### src/rtl/usb_tx_encoder_if.sv
// Byte-level handshake and status between the packet builder and the USB transmit encoder.
interface usb_tx_encoder_if;
  logic       tx_start;
  logic [7:0] tx_data;
  logic       tx_last;
  logic       tx_valid;
  logic       tx_ready;
  logic       tx_busy;
  logic       tx_done;
  logic       tx_error;

  modport master (
    output tx_start, tx_data, tx_last, tx_valid,
    input  tx_ready, tx_busy, tx_done, tx_error
  );

  modport slave (
    input  tx_start, tx_data, tx_last, tx_valid,
    output tx_ready, tx_busy, tx_done, tx_error
  );
endinterface

### src/rtl/usb_tx_encoder.sv
// USB full-speed transmit encoder: SYNC, LSB-first serialization, bit stuffing,
// NRZI line coding and EOP, fed one byte at a time through a holding register.
module usb_tx_encoder #(
  parameter int CLKS_PER_BIT = 8
) (
  input  logic             clk,
  input  logic             n_rst,
  usb_tx_encoder_if.slave  bus,
  output logic             d_plus,
  output logic             d_minus
);

  localparam int CNT_W = $clog2(CLKS_PER_BIT);
  localparam logic [CNT_W-1:0] CNT_MAX = CNT_W'(CLKS_PER_BIT - 1);

  typedef enum logic [2:0] {
    S_IDLE,
    S_SYNC,
    S_DATA,
    S_EOP_SE0,
    S_EOP_J
  } state_t;

  state_t           state;
  logic [CNT_W-1:0] bit_cnt;
  logic [2:0]       bit_idx;
  logic [2:0]       ones;
  logic             eop_cnt;
  logic             lvl;
  logic             cur_last;
  logic             hold_full;
  logic [7:0]       hold;
  logic             hold_last;
  logic [6:0]       pend;

  logic start, bit_end, in_ser, shift, byte_end, xfer, load, pkt_end;
  logic active_nxt, hold_full_nxt, nbit, nlvl;

  // Line pair for a differential level: 1 is J, 0 is K.
  function automatic logic [1:0] line_of(input logic lv);
    return {lv, ~lv};
  endfunction

  assign start         = (state == S_IDLE) && bus.tx_start;
  assign bit_end       = (state != S_IDLE) && (bit_cnt == CNT_MAX);
  assign in_ser        = (state == S_SYNC) || (state == S_DATA);
  assign shift         = bit_end && in_ser && (ones != 3'd6) && (bit_idx != 3'd7);
  assign byte_end      = bit_end && in_ser && (ones != 3'd6) && (bit_idx == 3'd7);
  assign xfer          = byte_end && hold_full && !((state == S_DATA) && cur_last);
  assign load          = bus.tx_valid && bus.tx_ready;
  assign pkt_end       = (state == S_EOP_J) && bit_end;
  // A byte boundary without a transfer always heads for EOP (last byte or underrun).
  assign active_nxt    = start || (in_ser && !(byte_end && !xfer));
  assign hold_full_nxt = load || (hold_full && !xfer && !pkt_end);
  assign nbit          = (bit_idx == 3'd7) ? hold[0] : pend[0];
  assign nlvl          = nbit ? lvl : ~lvl;

  always_ff @(posedge clk or negedge n_rst) begin
    if (!n_rst) begin
      state              <= S_IDLE;
      bit_cnt            <= '0;
      bit_idx            <= '0;
      ones               <= '0;
      eop_cnt            <= 1'b0;
      lvl                <= 1'b1;
      cur_last           <= 1'b0;
      hold_full          <= 1'b0;
      bus.tx_ready       <= 1'b0;
      bus.tx_busy        <= 1'b0;
      bus.tx_done        <= 1'b0;
      bus.tx_error       <= 1'b0;
      {d_plus, d_minus}  <= line_of(1'b1);
    end else begin
      bus.tx_done  <= 1'b0;
      bus.tx_error <= 1'b0;
      hold_full    <= hold_full_nxt;
      bus.tx_ready <= active_nxt && !hold_full_nxt;
      if (state != S_IDLE) bit_cnt <= bit_end ? '0 : bit_cnt + 1'b1;

      case (state)
        S_IDLE: begin
          if (bus.tx_start) begin
            // First SYNC bit is a 0, so the line toggles J->K on the start edge.
            state             <= S_SYNC;
            bit_cnt           <= '0;
            bit_idx           <= '0;
            ones              <= '0;
            cur_last          <= 1'b0;
            lvl               <= 1'b0;
            {d_plus, d_minus} <= line_of(1'b0);
            bus.tx_busy       <= 1'b1;
          end
        end
        S_SYNC, S_DATA: begin
          if (bit_end) begin
            if (ones == 3'd6) begin
              lvl               <= ~lvl;
              {d_plus, d_minus} <= line_of(~lvl);
              ones              <= '0;
            end else if ((bit_idx != 3'd7) || xfer) begin
              lvl               <= nlvl;
              {d_plus, d_minus} <= line_of(nlvl);
              ones              <= nbit ? ones + 3'd1 : 3'd0;
              bit_idx           <= bit_idx + 3'd1;
              if (xfer) begin
                state    <= S_DATA;
                cur_last <= hold_last;
              end
            end else begin
              state             <= S_EOP_SE0;
              eop_cnt           <= 1'b0;
              {d_plus, d_minus} <= 2'b00;
              bus.tx_error      <= !((state == S_DATA) && cur_last);
            end
          end
        end
        S_EOP_SE0: begin
          if (bit_end) begin
            if (eop_cnt) begin
              state             <= S_EOP_J;
              {d_plus, d_minus} <= line_of(1'b1);
            end else begin
              eop_cnt <= 1'b1;
            end
          end
        end
        S_EOP_J: begin
          if (bit_end) begin
            state       <= S_IDLE;
            lvl         <= 1'b1;
            bus.tx_busy <= 1'b0;
            bus.tx_done <= 1'b1;
          end
        end
        default: state <= S_IDLE;
      endcase
    end
  end

  // pend holds the not-yet-sent bits of the current byte; bit 0 is the next one out.
  always_ff @(posedge clk) begin
    if (load) begin
      hold      <= bus.tx_data;
      hold_last <= bus.tx_last;
    end
    if (start)      pend <= 7'b100_0000;
    else if (xfer)  pend <= hold[7:1];
    else if (shift) pend <= {1'b0, pend[6:1]};
  end

endmodule
### src/flat_wrapper.sv
// flat-port wrapper written by rule: the top's interface ports become plain ports
module usb_tx_encoder_flat 
#(
  parameter int CLKS_PER_BIT = 8
)
  (clk, n_rst, d_plus, d_minus, bus_tx_start, bus_tx_data, bus_tx_last, bus_tx_valid, bus_tx_ready, bus_tx_busy, bus_tx_done, bus_tx_error);
  usb_tx_encoder_if bus_i ();
  input  logic clk;
  input  logic n_rst;
  output logic d_plus;
  output logic d_minus;
  input wire logic [$bits(bus_i.tx_start)-1:0] bus_tx_start;
  input wire logic [$bits(bus_i.tx_data)-1:0] bus_tx_data;
  input wire logic [$bits(bus_i.tx_last)-1:0] bus_tx_last;
  input wire logic [$bits(bus_i.tx_valid)-1:0] bus_tx_valid;
  output wire logic [$bits(bus_i.tx_ready)-1:0] bus_tx_ready;
  output wire logic [$bits(bus_i.tx_busy)-1:0] bus_tx_busy;
  output wire logic [$bits(bus_i.tx_done)-1:0] bus_tx_done;
  output wire logic [$bits(bus_i.tx_error)-1:0] bus_tx_error;
  assign bus_i.tx_start = bus_tx_start;
  assign bus_i.tx_data = bus_tx_data;
  assign bus_i.tx_last = bus_tx_last;
  assign bus_i.tx_valid = bus_tx_valid;
  assign bus_tx_ready = bus_i.tx_ready;
  assign bus_tx_busy = bus_i.tx_busy;
  assign bus_tx_done = bus_i.tx_done;
  assign bus_tx_error = bus_i.tx_error;
  usb_tx_encoder #(.CLKS_PER_BIT(CLKS_PER_BIT)) u_core (.clk(clk), .n_rst(n_rst), .bus(bus_i), .d_plus(d_plus), .d_minus(d_minus));
endmodule
### config.mk
export PLATFORM = sky130hd
export DESIGN_NAME = usb_tx_encoder_flat
export DESIGN_NICKNAME = d
export VERILOG_FILES = /design/src/rtl/usb_tx_encoder_if.sv /design/src/rtl/usb_tx_encoder.sv /design/src/flat_wrapper.sv
export SDC_FILE = /design/constraint.sdc
export NUM_CORES = 1
export LEC_CHECK = 0
export ABC_AREA = 1
export BUFFER_PORTS_ARGS = -buffer_cell sky130_fd_sc_hd__buf_2
export CAP_MARGIN = 20
export CORE_ASPECT_RATIO = 2
export CORE_MARGIN = 1
export CORE_UTILIZATION = 50
export CTS_CLUSTER_SIZE = 8
export DETAILED_ROUTE_END_ITERATION = 10
export GPL_ROUTABILITY_DRIVEN = 0
export PLACE_DENSITY_LB_ADDON = 0.1
export SLEW_MARGIN = 20
export SYNTH_ARGS = -nofsm -noshare
export SYNTH_HDL_FRONTEND = slang
export SYNTH_SLANG_ARGS = --single-unit
### constraint.sdc
create_clock -name clk -period 1.5 [get_ports clk]
set_clock_uncertainty 0.05 [all_clocks]
set_input_delay 0.075 -clock clk [delete_from_list [all_inputs] [get_ports clk]]
set_output_delay 0.075 -clock clk [all_outputs]
set_load 0.05 [all_outputs]
### Yosys cells after proc, flatten, opt, wreduce, memory -nomap -nowiden

Index checks and enable logic that the tools add are counted.

* bitwise logic cells: 2
* add/sub/neg operators: 3
* reduce and logical (&&, ||, !) cells: 42
* mux-type cells: 63
* eq/ne operators: 20

Operators with widths (number)
* 3-bit 2-to-1 mux: 20
* 1-bit 2-to-1 mux: 32
* 5-bit AND reduction: 4
* 1-bit logical AND: 16
* 7-bit 2-to-1 mux: 2
* 3-bit equality test (second input constant): 4
* 2-bit by 1-bit inequality test with 1-bit output (second input constant): 6
* 3-bit case mux with 2 select lines: 2
* 3-bit case mux with 4 select lines: 1
* 3-bit by 1-bit adder with 3-bit output (second input constant): 3
* 1-bit case mux with 3 select lines: 3
* 3-bit nonzero test: 3
* 2-bit nonzero test: 4
* 7-bit AND reduction: 1
* 3-bit by 2-bit equality test with 1-bit output (second input constant): 2
* 2-bit inequality test (second input constant): 3
* 3-bit inequality test (second input constant): 2
* 1-bit case mux with 2 select lines: 3
* 6-bit AND reduction: 1
* 1-bit zero test: 5
* 1-bit logical OR: 4
* 4-bit AND reduction: 1
* 3-bit by 1-bit equality test with 1-bit output (second input constant): 1
* 3-bit zero test: 1
* 5 further kinds: 6

* input port bits: 13
* logic and storage cells: 147
* flip-flop bits (word level): 38

### Depth between registers and ports, before layout

* word-level depth: 13
* mapped depth: 12

### Worst setup path after synthesis

OpenSTA, ideal clock, no wires.

* kind: register to register
* start point: register u_core.bit_cnt[0]
* end point: register u_core.pend[0]
* arrival: 1.511 ns
* path buffers: 1
* slack: -0.131 ns
* cell stages (with the launch flop): 11
* period minus slack after synthesis: 1.631 ns
* library setup time: 0.070 ns
* cell sequence: dfrtp_1 > ha_1 > ha_1 > nand2_2 > inv_2 > nand4_4 > buf_6 > nand2_1 > nand2_1 > nand2_1 > a21oi_1

* longest elaborated chain between the ends: 8

Ends and longest elaborated chain
* start: declaration: line usb_tx_encoder.sv:25 `logic [CNT_W-1:0] bit_cnt;`
* start signal: assignment: line usb_tx_encoder.sv:78 `if (state != S_IDLE) bit_cnt <= bit_end ? '0 : bit_cnt + 1'b1;`
* 3-bit equality test (*): line usb_tx_encoder.sv:45 `assign bit_end = (state != S_IDLE) && (bit_cnt == CNT_MAX);`
* 1-bit logical AND (*): line usb_tx_encoder.sv:45
* 1-bit logical AND (*) (2 in a row): line usb_tx_encoder.sv:47, usb_tx_encoder.sv:48
* 1-bit logical AND: line usb_tx_encoder.sv:48 `assign byte_end = bit_end && in_ser && (ones != 3'd6) && (bit_idx == 3'd7);`
* 1-bit logical AND (2 in a row): line usb_tx_encoder.sv:49 `assign xfer = byte_end && hold_full && !((state == S_DATA) && cur_last);`
* 7-bit 2-to-1 mux or 2-bit nonzero test (tied branches)
* end signal: assignment: line usb_tx_encoder.sv:147 `else if (xfer) pend <= hold[7:1];`
* end signal: assignment: line usb_tx_encoder.sv:148 `else if (shift) pend <= {1'b0, pend[6:1]};`
* end: declaration: line usb_tx_encoder.sv:34 `logic [6:0] pend;`

Mark *: on every way between the ends. The rest lies on a longest branch, timed or not.
A chain may end at the register's enable or synchronous reset.

### Worst setup path in the final report

* start point: register u_core.bit_cnt[1]
* end point: register u_core.lvl

* longest elaborated chain between the ends: 10

Ends and longest elaborated chain
* 3-bit equality test (*): line usb_tx_encoder.sv:45
* 1-bit logical AND (*): line usb_tx_encoder.sv:45
* 1-bit logical AND (3 in a row): line usb_tx_encoder.sv:48
* 1-bit logical AND (2 in a row): line usb_tx_encoder.sv:49
* 1-bit logical OR: line usb_tx_encoder.sv:100 `end else if ((bit_idx != 3'd7) || xfer) begin`
* 3-bit by 1-bit inequality test with 1-bit output (no source line)
* 5-bit AND reduction (no source line) (*)
* end signal: assignment: line usb_tx_encoder.sv:97 `lvl <= ~lvl;`
* end signal: assignment: line usb_tx_encoder.sv:101 `lvl <= nlvl;`
* end: declaration: line usb_tx_encoder.sv:29 `logic lvl;`

Marks and branches as above.

==> results.py <==
metrics = {
    "clocking": {
        "clock-sinks": 38,
        "insertion_delay_ns": 0.30,
        "clk_pin_slew_ns": 0.08,
        "cts_tree": "done",
        "htreeDepth": 2,
        "cts_buffer_depth": 2,
        "root_buffer": "clkbuf_8",
        "numCtsBuffers": 5,
    },
    "placement": {
        "dp_hpwl_mm": 3.498,
        "preCtsSetupSlack_ns": -0.1772,
        "portBuffers": 18,
        "dpl_cell_area_um2": 2431,
    },
    "timing": {
        "setup_slack_ns": -0.1550,
        "drv_slew": 0,
        "tightest_slew_ns": 0.5202,
        "relSlewSlack_pct": 65.32,
        "fmax_mhz": 604.2,
        "min_period_ns": 1.655,
        "finalCritPeriodShare_pct": 110.3,
        "rsz0062_at_grt": "true",
        "hold_viol_final": 0,
        "setup_viol": 21,
    },
    "global_routing": {
        "grt_antenna_before_repair": 0,
        "grt_max_degree": 23,
        "grt_pass1_vias": 1949,
        "grt.total_usage_pct": 27.62,
        "grt_pass1_wl_mm": 8.273,
        "grt_overflow_total": 0,
    },
    "route": {
        "dr_wl_met3_um": 165,
        "drc": 0,
        "wirelength_mm": 5.059,
        "drtIter0Drc": 46,
        "ant_nets": 0,
        "via_per_inst": 5.117,
        "wl_per_cell_um": 13.75,
        "firstDrtPassIters": 4,
        "dr.max_layer_used": "met4",
        "num_vias": 1883,
        "wl_met1_mm": 1.688,
        "met2_length_mm": 2.932,
    },
    "setup_path": {
        "start_kind": "flop",
        "critPathLaunch": "u_core.bit_cnt[1]",
        "max_stage_delay_ns": 0.41,
        "cp_max_fo": 5,
        "reg2reg_from": "u_core.bit_cnt[1]",
        "crit_chain": "ha_4 -> ha_4 -> nand2_4 -> inv_4 -> nand4_4 -> nand4_1 -> buf_4 -> nand3_1 -> nand2_1 -> nand2_1",
        "worstPathRequired_ns": 1.69,
        "cp_slowest_cell": "dfrtp_1",
        "crit_family": "simple AND/OR/NAND/NOR gates",
        "path_buf_inv": 2,
        "arrival_ns": 1.85,
        "critPathKind": "flop to flop",
        "crit_path_end_kind": "flop",
    },
    "final_layout": {
        "antenna_cells": 0,
        "final_area_um2": 2892,
        "final_common_cell": "nand2_1",
        "nNetsFinal": 337,
        "drive_above_1_share_pct": 45.14,
        "layout_common_cells": "nand2_1, buf_4, dfrtp_1",
        "area_growth_pct": 49.39,
    },
    "pwr": {
        "peakVddDrop_uv": 1604,
        "power_leakage_uw": 0.001406,
        "power_uw": 5066,
        "power_density_nw_per_um2": 1752,
    },
    "floorplanning": {
        "io_pins": 19,
        "die_area_um2": 4139,
        "die_w_um": 46.00,
        "core_um2": 3646,
        "die_y_um": 89.99,
        "rows": 31,
        "initial_core_util_pct": 53.09,
    },
    "hold_path": {
        "min_path_type": "primary input to flop",
        "worstHoldStart": "bus_tx_start",
    },
    "synthesis": {
        "synthCells": 231,
        "synth_ff_type": "dfrtp_1",
        "ys_top_cells_by_area": "dfrtp_1, edfxtp_1, nand2_1",
        "yosys.area.top_type": "dfrtp_1",
        "syn_nets": 250,
        "synth-edff-count": 9,
        "avgSynthCellArea_um2": 8.379,
        "ys.warnings.count": 0,
        "ys_ff_latch": 38,
        "synth.top_cell.area_share_pct": 25.86,
        "async_reset_ff_share_pct": 57.89,
        "synthDistinctLibCells": 31,
        "ys_seq_area_share_pct": 49.77,
        "synth_area_um2": 1936,
    },
    "status": {
        "status": "finished with violations",
        "violations": "setup timing",
    },
    "flow_run": {
        "drv_cap": 0,
    },
}
[worst paths after layout]
check                      cells after the start  slack, ns           endpoint
min in group asynchronous                      2       0.24   u_core.hold_full
hold reg to reg                                2       0.41     u_core.pend[6]
hold / removal                                 4       0.07  u_core.bit_cnt[1]
setup / recovery                              10      -0.16         u_core.lvl
max in group asynchronous                      2       0.79    u_core.state[0]
setup reg to reg                              10      -0.16         u_core.lvl
[per-layer routing]
layer	vias to the layer above	track usage, %
met1	877	25.33
met4	0	15.69
met5	-	0
met3	24	3.414
met2	62	51.64
li1	920	-
[Yosys cell counts, types with 4 or more instances]
cell type and instances:
ha_1 6, nor2_1 21, dfxtp_1 7, inv_2 6, nor3_1 4, nand2_2 7
a21oi_1 12, nand3_1 14, o21ai_0 11, nand4_1 5, nand2_1 69, inv_1 20
dfrtp_1 20, edfxtp_1 9
[through the flow]
stage / util (%) / instances / hold slack [ns] / TNS (ns)
final: 79.31 / 368 / 0.06651 / -2.211
after CTS: 77.11 / 366 / 0.04595 / -1.918
after floorplan: - / 231 / -0.2706 / -0.1330
after global routing: 79.31 / 368 / 0.1375 / -4.250
after detailed placement: 66.68 / 338 / 0.03136 / -2.314
after global placement: 66.68 / 338 / 0.01999 / -1.739
[power by group]
part	leakage, uW	switching (uW)	internal (uW)
Combinational	0.000952	1560	1290
Clock	0.0000452	368	328
Sequential	0.000409	175	1340
Total	0.00141	2100	2960
[kinds of logic (layout without fill, tap and decap cells)]
kind of cell	Yosys count	count (layout)	synth area share, %
buf+inv	30	117	6.528
flops	38	38	49.77
fa+ha+maj	6	6	3.878
simple gates	132	133	32.97
compound gates	25	25	6.852
[area by class of cell]
cell class / instances / area, um^2
fillers: 273 / 754.5
well taps: 49 / 61.31
inverters: 27 / 118.9
multi-input cells: 164 / 1025
clock inverters: 2 / 13.76
clock buffers: 6 / 72.57
repair buffers: 82 / 635.6
flip-flops and latches: 38 / 964.7
[state kept, by name, indices dropped and copies added (netlist names)]
signal               cells
u_core.pend              7
u_core.lvl               1
u_core.ones              3
u_core.cur_last          1
u_core.eop_cnt           1
u_core.bit_cnt           3
u_core.hold_last         1
u_core.bus.tx_error      1
u_core.bit_idx           3
u_core.d_minus           1
u_core.bus.tx_ready      1
u_core.bus.tx_busy       1
u_core.state             3
u_core.hold_full         1
u_core.hold              8
u_core.bus.tx_done       1
u_core.d_plus            1
[what timing repair did]
item | CTS | global route
hold endpoints to repair | 30 | 0
buffers inserted | 8 | 3
setup endpoints to repair | 22 | 25
pin swaps | 18 | 7
resized for setup | 38 | 20
hold buffers | 11 | 0
gates cloned | 1 | 0
[worst reg2reg max path, stage by stage, from the launching register on]
cell and delay (ns):
dfrtp_1 0.41, ha_4 0.18, ha_4 0.17, nand2_4 0.08, inv_4 0.05, nand4_4 0.15
nand4_1 0.17, buf_4 0.18, nand3_1 0.06, nand2_1 0.05, nand2_1 0.05
(Power assumes the default switching activity.)
